--- config.mk ---
export PLATFORM = sky130hd
export DESIGN_NAME = if_fetch
export DESIGN_NICKNAME = d
export VERILOG_FILES = /design/src/rtl/if_fetch_pkg.sv /design/src/rtl/if_fetch_q.sv /design/src/rtl/if_fetch.sv
export SDC_FILE = /design/constraint.sdc
export NUM_CORES = 1
export LEC_CHECK = 0
export CAP_MARGIN = 25
export CORE_MARGIN = 10
export CORE_UTILIZATION = 45
export DETAILED_ROUTE_END_ITERATION = 16
export PLACE_DENSITY = 0.7
export SLEW_MARGIN = 20
export SYNTH_ARGS = -nofsm -noshare
export SYNTH_HDL_FRONTEND = slang
export SYNTH_SLANG_ARGS = --single-unit
--- constraint.sdc ---
create_clock -name clk -period 13.3 [get_ports clk]
set_input_delay 1.995 -clock clk [delete_from_list [all_inputs] [get_ports clk]]
set_output_delay 1.995 -clock clk [all_outputs]
set_load 0.05 [all_outputs]
--- src/rtl/if_fetch_pkg.sv ---
// rtl/if_fetch_pkg.sv - shared types, defaults and helpers for the instruction fetch stage
package if_fetch_pkg;

    localparam logic [31:0] RESET_PC_DEFAULT = 32'h0000_0000;
    localparam logic [31:0] NOP_INST_DEFAULT = 32'h0000_0013;  // addi x0, x0, 0
    localparam int          FQ_ENTRY_W       = 64;

    // IDLE: free to request; WAIT: one granted read in flight;
    // DROP: the in-flight read belongs to a squashed path and is discarded.
    typedef enum logic [1:0] {
        ST_IDLE = 2'd0,
        ST_WAIT = 2'd1,
        ST_DROP = 2'd2
    } fetch_state_t;

    typedef struct packed {
        logic [31:0] pc;
        logic [31:0] inst;
    } fetch_entry_t;

    function automatic logic [31:0] word_align(input logic [31:0] addr);
        return addr & 32'hFFFF_FFFC;
    endfunction

endpackage

--- src/rtl/if_fetch_q.sv ---
// rtl/if_fetch_q.sv - two-entry fetch queue holding {pc, instruction} pairs
//
// Ports:
//   clk, reset      clock, synchronous active-low reset
//   flush           empties the queue; wins over push/pop in the same cycle
//   push, push_data write an entry (dropped when full unless popping too)
//   pop             retire the head entry (ignored when empty)
//   head_data       current head, valid when count != 0
//   count           occupancy 0..2
module if_fetch_q
    import if_fetch_pkg::*;
#(
    parameter int W = FQ_ENTRY_W
) (
    input  logic         clk,
    input  logic         reset,
    input  logic         flush,
    input  logic         push,
    input  logic [W-1:0] push_data,
    input  logic         pop,
    output logic [W-1:0] head_data,
    output logic [1:0]   count
);

    logic [W-1:0] mem [2];
    logic         wr_ptr;
    logic         rd_ptr;
    logic         do_push;
    logic         do_pop;

    assign do_pop    = pop && (count != 2'd0);
    assign do_push   = push && ((count != 2'd2) || do_pop);
    assign head_data = mem[rd_ptr];

    always_ff @(posedge clk) begin
        if (!reset || flush) begin
            wr_ptr <= 1'b0;
            rd_ptr <= 1'b0;
            count  <= 2'd0;
        end else begin
            if (do_push) begin
                mem[wr_ptr] <= push_data;
                wr_ptr      <= ~wr_ptr;
            end
            if (do_pop) begin
                rd_ptr <= ~rd_ptr;
            end
            count <= count + {1'b0, do_push} - {1'b0, do_pop};
        end
    end

endmodule

--- src/rtl/if_fetch.sv ---
// rtl/if_fetch.sv - instruction fetch stage with one outstanding read and a 2-entry queue
//
// Ports:
//   clk, reset                  clock, synchronous active-low reset
//   stall                       decode holds the delivered instruction
//   br, branch_addr             taken branch for the delivered instruction and its target
//   imem_req, imem_addr         read request and word-aligned address
//   imem_gnt                    request accepted when imem_req & imem_gnt
//   imem_rvalid, imem_rdata     in-order read response
//   pc_out, inst_out, inst_valid  instruction delivered to decode
module if_fetch
    import if_fetch_pkg::*;
#(
    parameter logic [31:0] RESET_PC = RESET_PC_DEFAULT,
    parameter logic [31:0] NOP_INST = NOP_INST_DEFAULT
) (
    input  logic        clk,
    input  logic        reset,
    input  logic        stall,
    input  logic        br,
    input  logic [31:0] branch_addr,
    output logic        imem_req,
    output logic [31:0] imem_addr,
    input  logic        imem_gnt,
    input  logic        imem_rvalid,
    input  logic [31:0] imem_rdata,
    output logic [31:0] pc_out,
    output logic [31:0] inst_out,
    output logic        inst_valid
);

    fetch_state_t state;
    logic [31:0]  fpc;
    logic [31:0]  req_pc;
    logic [31:0]  last_pc;
    logic         run;

    fetch_entry_t q_head;
    fetch_entry_t q_push_data;
    logic [1:0]   q_count;
    logic         q_valid;
    logic         q_push;
    logic         q_pop;
    logic         redirect;
    logic         fire;

    assign q_valid  = (q_count != 2'd0);
    assign q_pop    = q_valid && !stall;
    assign redirect = br && !stall && q_valid;

    // run holds requests off until the first edge that samples reset released.
    assign imem_req  = run && (state == ST_IDLE) && (q_count != 2'd2) && !redirect;
    assign imem_addr = fpc;
    assign fire      = imem_req && imem_gnt;

    // A response that lands in the redirect cycle belongs to the squashed path.
    assign q_push      = (state == ST_WAIT) && imem_rvalid && !redirect;
    assign q_push_data = '{pc: req_pc, inst: imem_rdata};

    assign inst_valid = q_valid;
    assign inst_out   = q_valid ? q_head.inst : NOP_INST;
    assign pc_out     = q_valid ? q_head.pc : last_pc;

    if_fetch_q #(
        .W(FQ_ENTRY_W)
    ) u_q (
        .clk      (clk),
        .reset    (reset),
        .flush    (redirect),
        .push     (q_push),
        .push_data(q_push_data),
        .pop      (q_pop),
        .head_data(q_head),
        .count    (q_count)
    );

    always_ff @(posedge clk) begin
        if (!reset) begin
            state   <= ST_IDLE;
            fpc     <= word_align(RESET_PC);
            req_pc  <= word_align(RESET_PC);
            last_pc <= RESET_PC;
            run     <= 1'b0;
        end else begin
            run <= 1'b1;
            if (q_pop) begin
                last_pc <= q_head.pc;
            end
            if (fire) begin
                req_pc <= fpc;
            end
            if (redirect) begin
                fpc <= word_align(branch_addr);
                // Any read still owed by memory must be swallowed before
                // fetching on the new path.
                case (state)
                    ST_WAIT, ST_DROP: state <= imem_rvalid ? ST_IDLE : ST_DROP;
                    default:          state <= fire ? ST_DROP : ST_IDLE;
                endcase
            end else begin
                if (fire) begin
                    fpc <= fpc + 32'd4;
                end
                case (state)
                    ST_IDLE: if (fire) state <= ST_WAIT;
                    ST_WAIT: if (imem_rvalid) state <= ST_IDLE;
                    ST_DROP: if (imem_rvalid) state <= ST_IDLE;
                    default: state <= ST_IDLE;
                endcase
            end
        end
    end

endmodule

After elaboration in Yosys (flattened, before gate mapping):

Memory sizes are Yosys's and may differ from the RTL's. A register that Yosys moved wholly into a read port is not among the register bits.
Cells that the tools add are included.

* flip-flop bits (word level): 103
* memory bits (writable): 128
* word-level logic and storage cells: 60
* memories: 1

Memories
* u_q.mem: words 2, bits a word 64, read ports 1, clocked after Yosys merged registers in 1, write ports 1, RTL line if_fetch_q.sv:25 `logic [W-1:0] mem [2];`

* $add $sub $neg: 3
* eq/ne operators: 5
* multiplexer cells: 17
* bitwise logic cells: 3
* reductions and logical operators: 22

Operators with widths (number)
* $mux 32: 4
* $add 32x3->32 const B: 1
* $mux 2: 6
* $logic_and 1x1->1: 11
* $mux 1: 6
* $pmux 2 s2: 1
* $reduce_bool 2->1: 2
* $reduce_or 2->1: 2
* $logic_not 1->1: 3
* $ne 3x1->1 const B: 1
* $ne 3x3->1 const B: 1
* $not 1->1: 3
* $add 2x1->2: 1
* $eq 2x1->1 const B: 1
* $eq 2x2->1 const B: 1
* $logic_not 2->1: 1
* $logic_or 1x1->1: 2
* $ne 2x2->1 const B: 1
* $reduce_and 2->1: 1
* $sub 2x1->2: 1

Longest topological paths before layout:

Gate-level depths: netlist (run 1).

* word-level depth: 9
* gate-level depth with buffers: 9
* gate-level depth less buffers: 8

Cells and area by module:

From an unflattened synthesis (run 1), not the netlist that was laid out.

* cell total of the unflattened synthesis: 822
* area, all modules: 9603.0 µm²

Modules (own cells, without submodules)
* if_fetch_q: times used 1, cells an instance 226, area each 4892.2 µm², sequential area each 3943.8 µm²
* if_fetch: times used 1, cells an instance 596, area each 4710.8 µm², sequential area each 1901.8 µm²

Least setup slack after synthesis (run 1):

No wires, ideal clock.

* kind: input to register
* start point: input port reset
* end point: memory u_q.mem[0][0] in the netlist's numbering, enable pin
* arrival time: 6712 ps
* path slack: 6031 ps
* stages: 3
* buffers on the path: 1
* cells stage by stage: clkbuf_1 > o21ai_1 > nor3_1

* cells in the longest elaborated chain, start to end: 4

RTL lines
* from (decl): RTL line if_fetch.sv:18 `input logic reset,`
* $logic_not 1->1: RTL line if_fetch_q.sv:36 `if (!reset || flush) begin`
* $logic_or 1x1->1: RTL line if_fetch_q.sv:36
* $mux 1: RTL line if_fetch_q.sv:36
* $mux 1 (implied by the code): RTL line if_fetch_q.sv:42 `mem[wr_ptr] <= push_data;`
* to (decl): RTL line if_fetch_q.sv:25

Every way passes these cells.

Final worst setup path (run 1):

* start point: input port stall
* end point: output port imem_req

* cells in the longest elaborated chain, start to end: 5

RTL lines
* from (decl): RTL line if_fetch.sv:19 `input logic stall,`
* $logic_not 1->1: RTL line if_fetch.sv:49 `assign redirect = br && !stall && q_valid;`
* $logic_and 1x1->1 (2 in series): RTL line if_fetch.sv:49
* $logic_not 1->1: RTL line if_fetch.sv:52 `assign imem_req = run && (state == ST_IDLE) && (q_count != 2'd2) && !redirect;`
* $logic_and 1x1->1: RTL line if_fetch.sv:52
* to (decl): RTL line if_fetch.sv:22 `output logic imem_req,`

Every way passes these cells.

==> results of run 1 <==
## area by class of cell
class / instances / area [µm²] / area share [%]
multi-input cells: 517 / 3065 / 26.43
flip-flops and latches: 222 / 5689 / 49.06
clock inverters: 6 / 40.04 / 0.3452
clock buffers: 34 / 688.2 / 5.934
well taps: 265 / 331.6 / 2.859
inverters: 10 / 37.54 / 0.3237
repair buffers: 175 / 1745 / 15.05
## cells in the mapped netlist, types with 3 or more instances
cell type | number | area share (%)
inv_1 | 9 | 0.37
xor2_1 | 6 | 0.58
clkbuf_1 | 37 | 1.5
buf_1 | 8 | 0.33
nand2_1 | 79 | 3.3
dfxtp_1 | 98 | 22
nor2_1 | 121 | 5.0
a31oi_1 | 8 | 0.56
clkbuf_8 | 3 | 0.46
a21oi_1 | 76 | 4.2
and4_1 | 5 | 0.49
edfxtp_1 | 124 | 41
and2_1 | 3 | 0.21
a211oi_1 | 32 | 2.7
buf_4 | 4 | 0.33
a32oi_1 | 3 | 0.29
nand4_1 | 9 | 0.62
nor4_1 | 5 | 0.35
o21ai_0 | 22 | 1.2
nor3_1 | 9 | 0.50
mux2i_1 | 63 | 7.0
and3_1 | 4 | 0.28
xnor2_1 | 10 | 0.97
nand2b_1 | 3 | 0.21
nand3_1 | 15 | 0.83
ha_1 | 5 | 0.69
## through the flow
stage,instance area (µm²),cells,util [%],hold slack [ps]
final,11600,1229,59.20,447.9
after global routing,11600,1229,59.20,468.7
after CTS,11560,1227,59.03,448.5
after detailed placement,10840,1187,55.31,437.3
after global placement,10800,1185,55.15,432.2
after floorplan,9022,804,-,425.4
## worst max-delay path: stages
cell and delay [ps]:
clkdlybuf4s50_1 600, nand3b_1 200, nand3_1 270, inv_1 190
clkdlybuf4s50_1 850
## sequential cells by signal (all words and copies together) (netlist names), named ones only
signal	count
u_q.count	2
req_pc	30
u_q.mem	124
last_pc	30
u_q.wr_ptr	1
u_q.rd_ptr	1
run	1
state	2
imem_addr	30
## layer usage
layer | GRT usage, % | vias to the layer above | part of all wire, %
li1 | - | 3182 | -
met1 | 20.71 | 3027 | 46
met2 | 24.38 | 201 | 45
met3 | 4.677 | 22 | 8.2
met4 | 3.846 | 0 | 1.3
met5 | 0 | - | 0
## power by group
group          internal [W]  switching, W
logic              0.000424      0.000895
registers          0.000791     0.0000733
clock network      0.000358      0.000247
## kinds of logic (layout without fill, tap and decap cells)
family                     count (synthesis)  in the layout  share of synthesized area [%]
and+or+nand+nor                          269            269                          13.57
DFF                                      222            222                          63.09
AOI/OAI and AO/OA                        159            159                          10.62
buffers and inverters                     65            225                          3.305
muxes                                     64             64                          7.123
xor gates and xnor gates                  16             16                          1.555
adders and majority gates                  5              5                         0.6943
other                                      1              4                        0.04162
## worst paths after layout
kind                          to  slack, ps  cells past startpoint
setup / recovery        imem_req       7190                      5
hold / removal    u_q.mem[1][43]        450                      0
setup reg to reg  u_q.mem[0][30]      10280                      5
hold reg to reg   u_q.mem[1][43]        450                      0
==> flow_summary.yaml, run 1 <==
setup_path:
  crit_type: "in -> out"
  crit_fanout: 8
  worst_setup_path_end_kind: "output port"
  crit_start: "stall"
  rr_startpoint: "u_q.count[1]"
  crit_arrival_ps: 4120
  crit_required_ps: 11310
  start_kind: "input pin"
drt:
  vias_per_cell: 5.234
  vias: 6432
  wl_per_cell_um: 17.24
  wirelength_um: 21180
  drc: 0
  drt_iter0_drc: 390
  ant_nets: 0
  firstDrtPassIters: 4
hold_path:
  hold_start: "req_pc[11]"
  hold_class: "reg -> reg"
clock_network:
  h-tree-depth: 1
  clkLatencyLatePin_ps: 500
  cts_buffers: 22
  clk_path_buf_depth: 3
  postCtsSetupBuffers: 0
  clock_sinks: 222
  cts_hold_buffers: 0
  cts-root-buf: "clkbuf_16"
  cts_resized: 0
  cts_tree: "done"
  clk_pin_slew_ps: 60
timing:
  slew_headroom_pct: 35.87
  fmax_ghz: 0.1636
  setup_slack_ps: 7186
  worst_pin_slew_ps: 955.5
  fin_skew_ps: 7.618
  finalSetupTns_ps: 0
  finalSetupViolations: 0
  hold_violations: 0
  grt_setup_unrepaired: "no"
  fin_crit_sh_pct: 45.97
  min_period_ps: 6114
  slew_viol_final: 0
die:
  rows: 51
  core_area_mm2: 0.01959
  die_w_um: 161.5
  die_y_um: 161.5
  die_area_mm2: 0.02609
  pin_count: 168
  initial_core_util_pct: 46.00
yosys:
  ys_types: 55
  ys_warn_count: 0
  syn_area_per_cell_um2: 11.25
  synthCells: 801
  syn_area_mm2: 0.009011
  synthArstFlopShare_pct: 0
  synth_ff_type: "edfxtp_1"
  seq_area_frac_synth_pct: 63.09
  ys_ff_latch: 222
  synth_edf_count: 124
finish:
  fill_cells: 1639
  layout-drive-gt1-share_pct: 6.950
  diodes: 0
  nets: 1023
  area_growth_pct: 28.70
  mostFrequentLayoutCells: "clkdlybuf4s50_1, edfxtp_1, nor2_1"
  final_common_cell: "clkdlybuf4s50_1"
placement:
  gp_congestion: 0.8431
  port_buffers: 161
  dp_hpwl_um: 14200
  place_ws_ps: 7197
global_route:
  grt_overflow: 0
  grt_start_max_net_pins: 66
  grt_pass1_vias: 6156
  gr-usage-all-layers_pct: 15.58
  grt_pass1_wl_um: 33420
  antenna_found_initial: 0
flow_run:
  cap_violations: 0
power_and_ir_drop:
  power_w: 0.002788
  power.density_mw_per_mm2: 240.4
  leakage_nw: 3.803
  irDropWorstVdd_v: 0.0001352
outcome:
  status: "completed"
Power figures use the tool's default switching activity.
==> inputs of run 2 (changes only) <==
--- a/config.mk
+++ b/config.mk
@@ -9,7 +9,7 @@
 export CORE_MARGIN = 10
 export CORE_UTILIZATION = 45
 export DETAILED_ROUTE_END_ITERATION = 16
-export PLACE_DENSITY = 0.7
+export PLACE_DENSITY = 0.73
 export SLEW_MARGIN = 20
 export SYNTH_ARGS = -nofsm -noshare
 export SYNTH_HDL_FRONTEND = slang
==> constraint.sdc (replaced) <==
create_clock -name clk -period 5.1 [get_ports clk]
set_input_delay 0.765 -clock clk [delete_from_list [all_inputs] [get_ports clk]]
set_output_delay 0.765 -clock clk [all_outputs]
set_load 0.05 [all_outputs]
==> run 2 against run 1 <==
Against the previous run: power increased to 2.6 times the previous value; combinational power increased to 2.6 times the previous value; hold slack improved by 4.4 ps; core utilization increased by 0.13 points; die area unchanged; register-to-register slack got worse by 7800 ps; global-route usage increased by 0.73 points; via count increased by 1.4%; clock power increased to 2.7 times the previous value; wire length increased by 3.6%; critical path type is now reg -> out.
==> flow_summary.yaml, run 2 (synthesized netlist as in run 1, its figures left out) <==
outcome:
  status: "completed"
clock_network:
  h-tree-depth: 1
  cts-root-buf: "clkbuf_16"
  cts_buffers: 23
  cts_tree: "done"
  cts_resized: 0
  clock_sinks: 222
  postCtsSetupBuffers: 0
  clk_pin_slew_ps: 60
  cts_hold_buffers: 0
  clkLatencyLatePin_ps: 500
  clk_path_buf_depth: 3
hold_path:
  hold_depth: 0
  hold_class: "reg -> reg"
  min_to: "u_q.mem[0][52]"
  hold_start: "req_pc[20]"
drt:
  vias_per_cell: 5.301
  ant_nets: 0
  wirelength_um: 21940
  drc: 0
  drt_iter0_drc: 480
  firstDrtPassIters: 5
  wl_per_cell_um: 17.82
  vias: 6525
setup_path:
  crit_chain: "nor2_2, clkinv_2, a21oi_1, clkdlybuf4s50_1"
  path_delay_family: "buffers and inverters"
  start_kind: "flop"
  crit_fanout: 65
  reg2reg_depth: 5
  r2r-end: "imem_addr[26]"
  crit_type: "reg -> out"
  crit_arrival_ps: 3010
  rr_startpoint: "u_q.count[0]"
  max_stage_delay_ps: 860
  rrSetupSlack_ps: 2510
  cp_num_buf_inv: 2
  worst_setup_path_end_kind: "output port"
  crit_required_ps: 4340
  critical-path-slowest-cell: "clkdlybuf4s50_1"
finish:
  utilization_pct: 59.33
  mostFrequentLayoutCells: "clkdlybuf4s50_1, edfxtp_1, nor2_1"
  stdcell_area_mm2: 0.01162
  final_common_cell: "clkdlybuf4s50_1"
  layout-drive-gt1-share_pct: 6.936
  largest_reg_flops: 124
  area_growth_pct: 28.99
  regMostFlops: "u_q.mem"
  diodes: 0
  nets: 1025
  fill_cells: 1615
global_route:
  gr-usage-all-layers_pct: 16.31
  grt_pass1_vias: 6395
  grt_start_max_net_pins: 66
  grt_overflow: 0
  antenna_found_initial: 0
  grt_pass1_wl_um: 35060
die:
  rows: 51
  die_w_um: 161.5
  core_area_mm2: 0.01959
  pin_count: 168
  die_area_mm2: 0.02609
  die_y_um: 161.5
  initial_core_util_pct: 46.00
power_and_ir_drop:
  pwr-share-comb_pct: 47.0
  power.density_mw_per_mm2: 632.3
  clkPwrFrac_pct: 22.5
  net-switching-power_w: 0.003185
  p_sw_share_pct: 43.34
  leakage_nw: 3.822
  seq_power_share_pct: 30.5
  intPower_w: 0.004165
  irDropWorstVdd_v: 0.0002764
timing:
  grt_setup_unrepaired: "no"
  finalSetupViolations: 0
  slew_viol_final: 0
  setup_slack_ps: 1323
  fmax_ghz: 0.2648
  min_period_ps: 3777
  fin_skew_ps: 15.41
  slew_headroom_pct: 42.40
  hold_violations: 0
  fin_crit_sh_pct: 74.06
  worst_pin_slew_ps: 862.9
placement:
  dp_hpwl_um: 14840
  place_ws_ps: 1493
  place_area_mm2: 0.01087
  gp_congestion: 0.8200
  port_buffers: 161
flow_run:
  cap_violations: 0
[run 2: worst max path at each step]
stage | from | to | slack (ps) | cells after the start
after floorplan | reset | u_q.mem[0][0] | -940 | 3
after global placement | stall | imem_req | 1530 | 5
after detailed placement | stall | imem_req | 1490 | 5
after CTS | u_q.count[0] | pc_out[22] | 1410 | 5
after global routing | u_q.count[0] | pc_out[31] | 1070 | 4
final | u_q.count[0] | pc_out[22] | 1320 | 4
[run 2: cell type report]
class | count | area [µm²] | share of cell area [%]
timing repair buffer | 176 | 1748 | 15.04
clock buffer | 37 | 673.1 | 5.791
sequential | 222 | 5689 | 48.95
clock inverter | 4 | 81.33 | 0.6997
inverter | 10 | 38.79 | 0.3337
multi-input combinational | 517 | 3062 | 26.34
tap | 265 | 331.6 | 2.853
[run 2: through the flow]
stage | power, W | hold WS [ps] | cells | TNS, ps
4_1_cts | 0.007418 | 450.8 | 1231 | 0
3_5_place_dp | 0.005758 | 440.7 | 1190 | 0
3_3_place_gp | 0.005698 | 432.1 | 1188 | 0
5_1_grt | 0.007715 | 466.2 | 1231 | 0
6_report | 0.007349 | 452.3 | 1231 | 0
2_1_floorplan | 0.004604 | 425.4 | 804 | -116460
[run 2: power by group through the flow]
stage                     clock [W]  combinational, W  sequential (W)
after detailed placement          0           0.00348         0.00228
after global routing        0.00176           0.00369         0.00227
after CTS                   0.00169           0.00349         0.00224
after global placement            0           0.00338         0.00232
final                       0.00165           0.00346         0.00224
after floorplan                   0           0.00226         0.00234
[run 2: per-layer routing]
metal	global-route usage, %	vias up	routed length, µm
li1	-	3187	-
met1	21.01	3074	9700
met2	26.48	240	10130
met3	4.753	24	1793
met4	3.888	0	317
met5	0	-	0
==> inputs of run 3 (changes only) <==
==> constraint.sdc (replaced) <==
create_clock -name clk -period 3.25 [get_ports clk]
set_input_delay 0.4875 -clock clk [delete_from_list [all_inputs] [get_ports clk]]
set_output_delay 0.4875 -clock clk [all_outputs]
set_load 0.05 [all_outputs]
==> run 3 against run 2 <==
Against the previous run: critical path depth stayed put; clock skew is 1.7 ps lower; worst setup slack worse by 1000 ps; critical endpoint is now inst_out[16]; hold slack worse by 3.6 ps; sequential share of layout area is 0.13 points lower; via count is 0.63% higher; register-to-register slack worse by 1400 ps; non-clock buffer count is 5 higher; first-iteration DRC count is 11% higher; highest routed layer is now met5.
==> flow_summary.yaml, run 3 (synthesized netlist as in run 1, its figures left out) <==
timing:
  hold_violations: 0
  finalSetupViolations: 0
  fin_hold_ws_ps: 448.7
  fmax_ghz: 0.3362
  fin_crit_sh_pct: 91.52
  setup_slack_ps: 275.5
  fin_skew_ps: 13.69
  grt_setup_unrepaired: "no"
  slew_headroom_pct: 45.88
  finalSetupTns_ps: 0
  slew_viol_final: 0
  worst_pin_slew_ps: 810.6
  min_period_ps: 2974
clock_network:
  h-tree-depth: 1
  clk_pin_slew_ps: 60
  postCtsSetupBuffers: 0
  cts_buffers: 23
  cts_tree: "done"
  clock_sinks: 222
  cts_resized: 0
  cts_hold_buffers: 0
  clk_path_buf_depth: 3
  cts-root-buf: "clkbuf_16"
  clkLatencyLatePin_ps: 510
finish:
  largest_reg_flops: 124
  nets: 1030
  diodes: 0
  regMostFlops: "u_q.mem"
  layout-drive-gt1-share_pct: 10.60
  mostFrequentLayoutCells: "clkdlybuf4s50_1, edfxtp_1, nor2_1"
  final_common_cell: "clkdlybuf4s50_1"
  area_growth_pct: 29.34
placement:
  port_buffers: 161
  place_ws_ps: 694.4
  gp_congestion: 0.8457
  dp_hpwl_um: 15010
global_route:
  grt_overflow: 0
  grt_pass1_wl_um: 34810
  antenna_found_initial: 1
  gr-usage-all-layers_pct: 16.31
  grt_start_max_net_pins: 62
  grt_pass1_vias: 6241
hold_path:
  hold_class: "reg -> reg"
setup_path:
  crit_required_ps: 2760
  crit_arrival_ps: 2490
  start_kind: "flop"
  worst_setup_path_end_kind: "output port"
  crit_type: "reg -> out"
  crit_fanout: 39
die:
  die_w_um: 161.5
  die_area_mm2: 0.02609
  rows: 51
  initial_core_util_pct: 46.00
  core_area_mm2: 0.01959
  die_y_um: 161.5
  pin_count: 168
drt:
  wirelength_um: 22280
  ant_nets: 0
  drt_iter0_drc: 532
  vias: 6566
  vias_per_cell: 5.308
  drc: 0
  firstDrtPassIters: 5
  wl_per_cell_um: 18.01
power_and_ir_drop:
  power.density_mw_per_mm2: 1000
  irDropWorstVdd_v: 0.0005319
  leakage_nw: 3.917
  power_w: 0.01166
outcome:
  status: "completed"
flow_run:
  cap_violations: 0
## run 3: cell type report
| type | instances | area, µm² |
|---|---|---|
| fill | 1640 | 7935 |
| multi-input combinational | 517 | 3072 |
| timing repair buffer | 181 | 1704 |
| clock inverter | 9 | 157.7 |
| inverter | 10 | 37.54 |
| tap | 265 | 331.6 |
| sequential | 222 | 5689 |
| clock buffer | 33 | 663.1 |
## run 3: per-layer routing
metal / global-route usage [%] / vias up / part of all wire [%]
met3: 4.398 / 31 / 7.8
met5: 0 / - / 0.040
met1: 21.80 / 3111 / 45
met4: 4.549 / 2 / 1.9
met2: 25.53 / 227 / 45
li1: - / 3195 / -
## run 3: final timing paths
path	start	to	slack, ps	cells past startpoint
setup reg to reg	imem_addr[3]	imem_addr[30]	1060	6
hold reg to reg	req_pc[30]	u_q.mem[1][62]	450	0
hold / removal	req_pc[30]	u_q.mem[1][62]	450	0
setup / recovery	flop	inst_out[16]	280	4
## run 3: report_power, final
| group | total, W | internal, W | leakage [nW] | switching (W) |
|---|---|---|---|---|
| logic | 0.00536 | 0.00161 | 1.58 | 0.00374 |
| registers | 0.00351 | 0.00324 | 1.95 | 0.000272 |
| clock network | 0.00279 | 0.00174 | 0.391 | 0.00105 |
## run 3: per-stage QoR
step,area (µm²),std cells,utilization [%]
floorplan,9032,804,-
global placement,10830,1195,55.30
detailed placement,10830,1195,55.30
CTS,11650,1237,59.49
global route,11650,1237,59.49
finish,11650,1237,59.49
## run 3: worst max-delay path: stages (launching register included)
cell and delay (ps):
dfxtp_4 570, buf_12 330, mux2i_1 130, nor2_1 90
clkdlybuf4s50_1 830
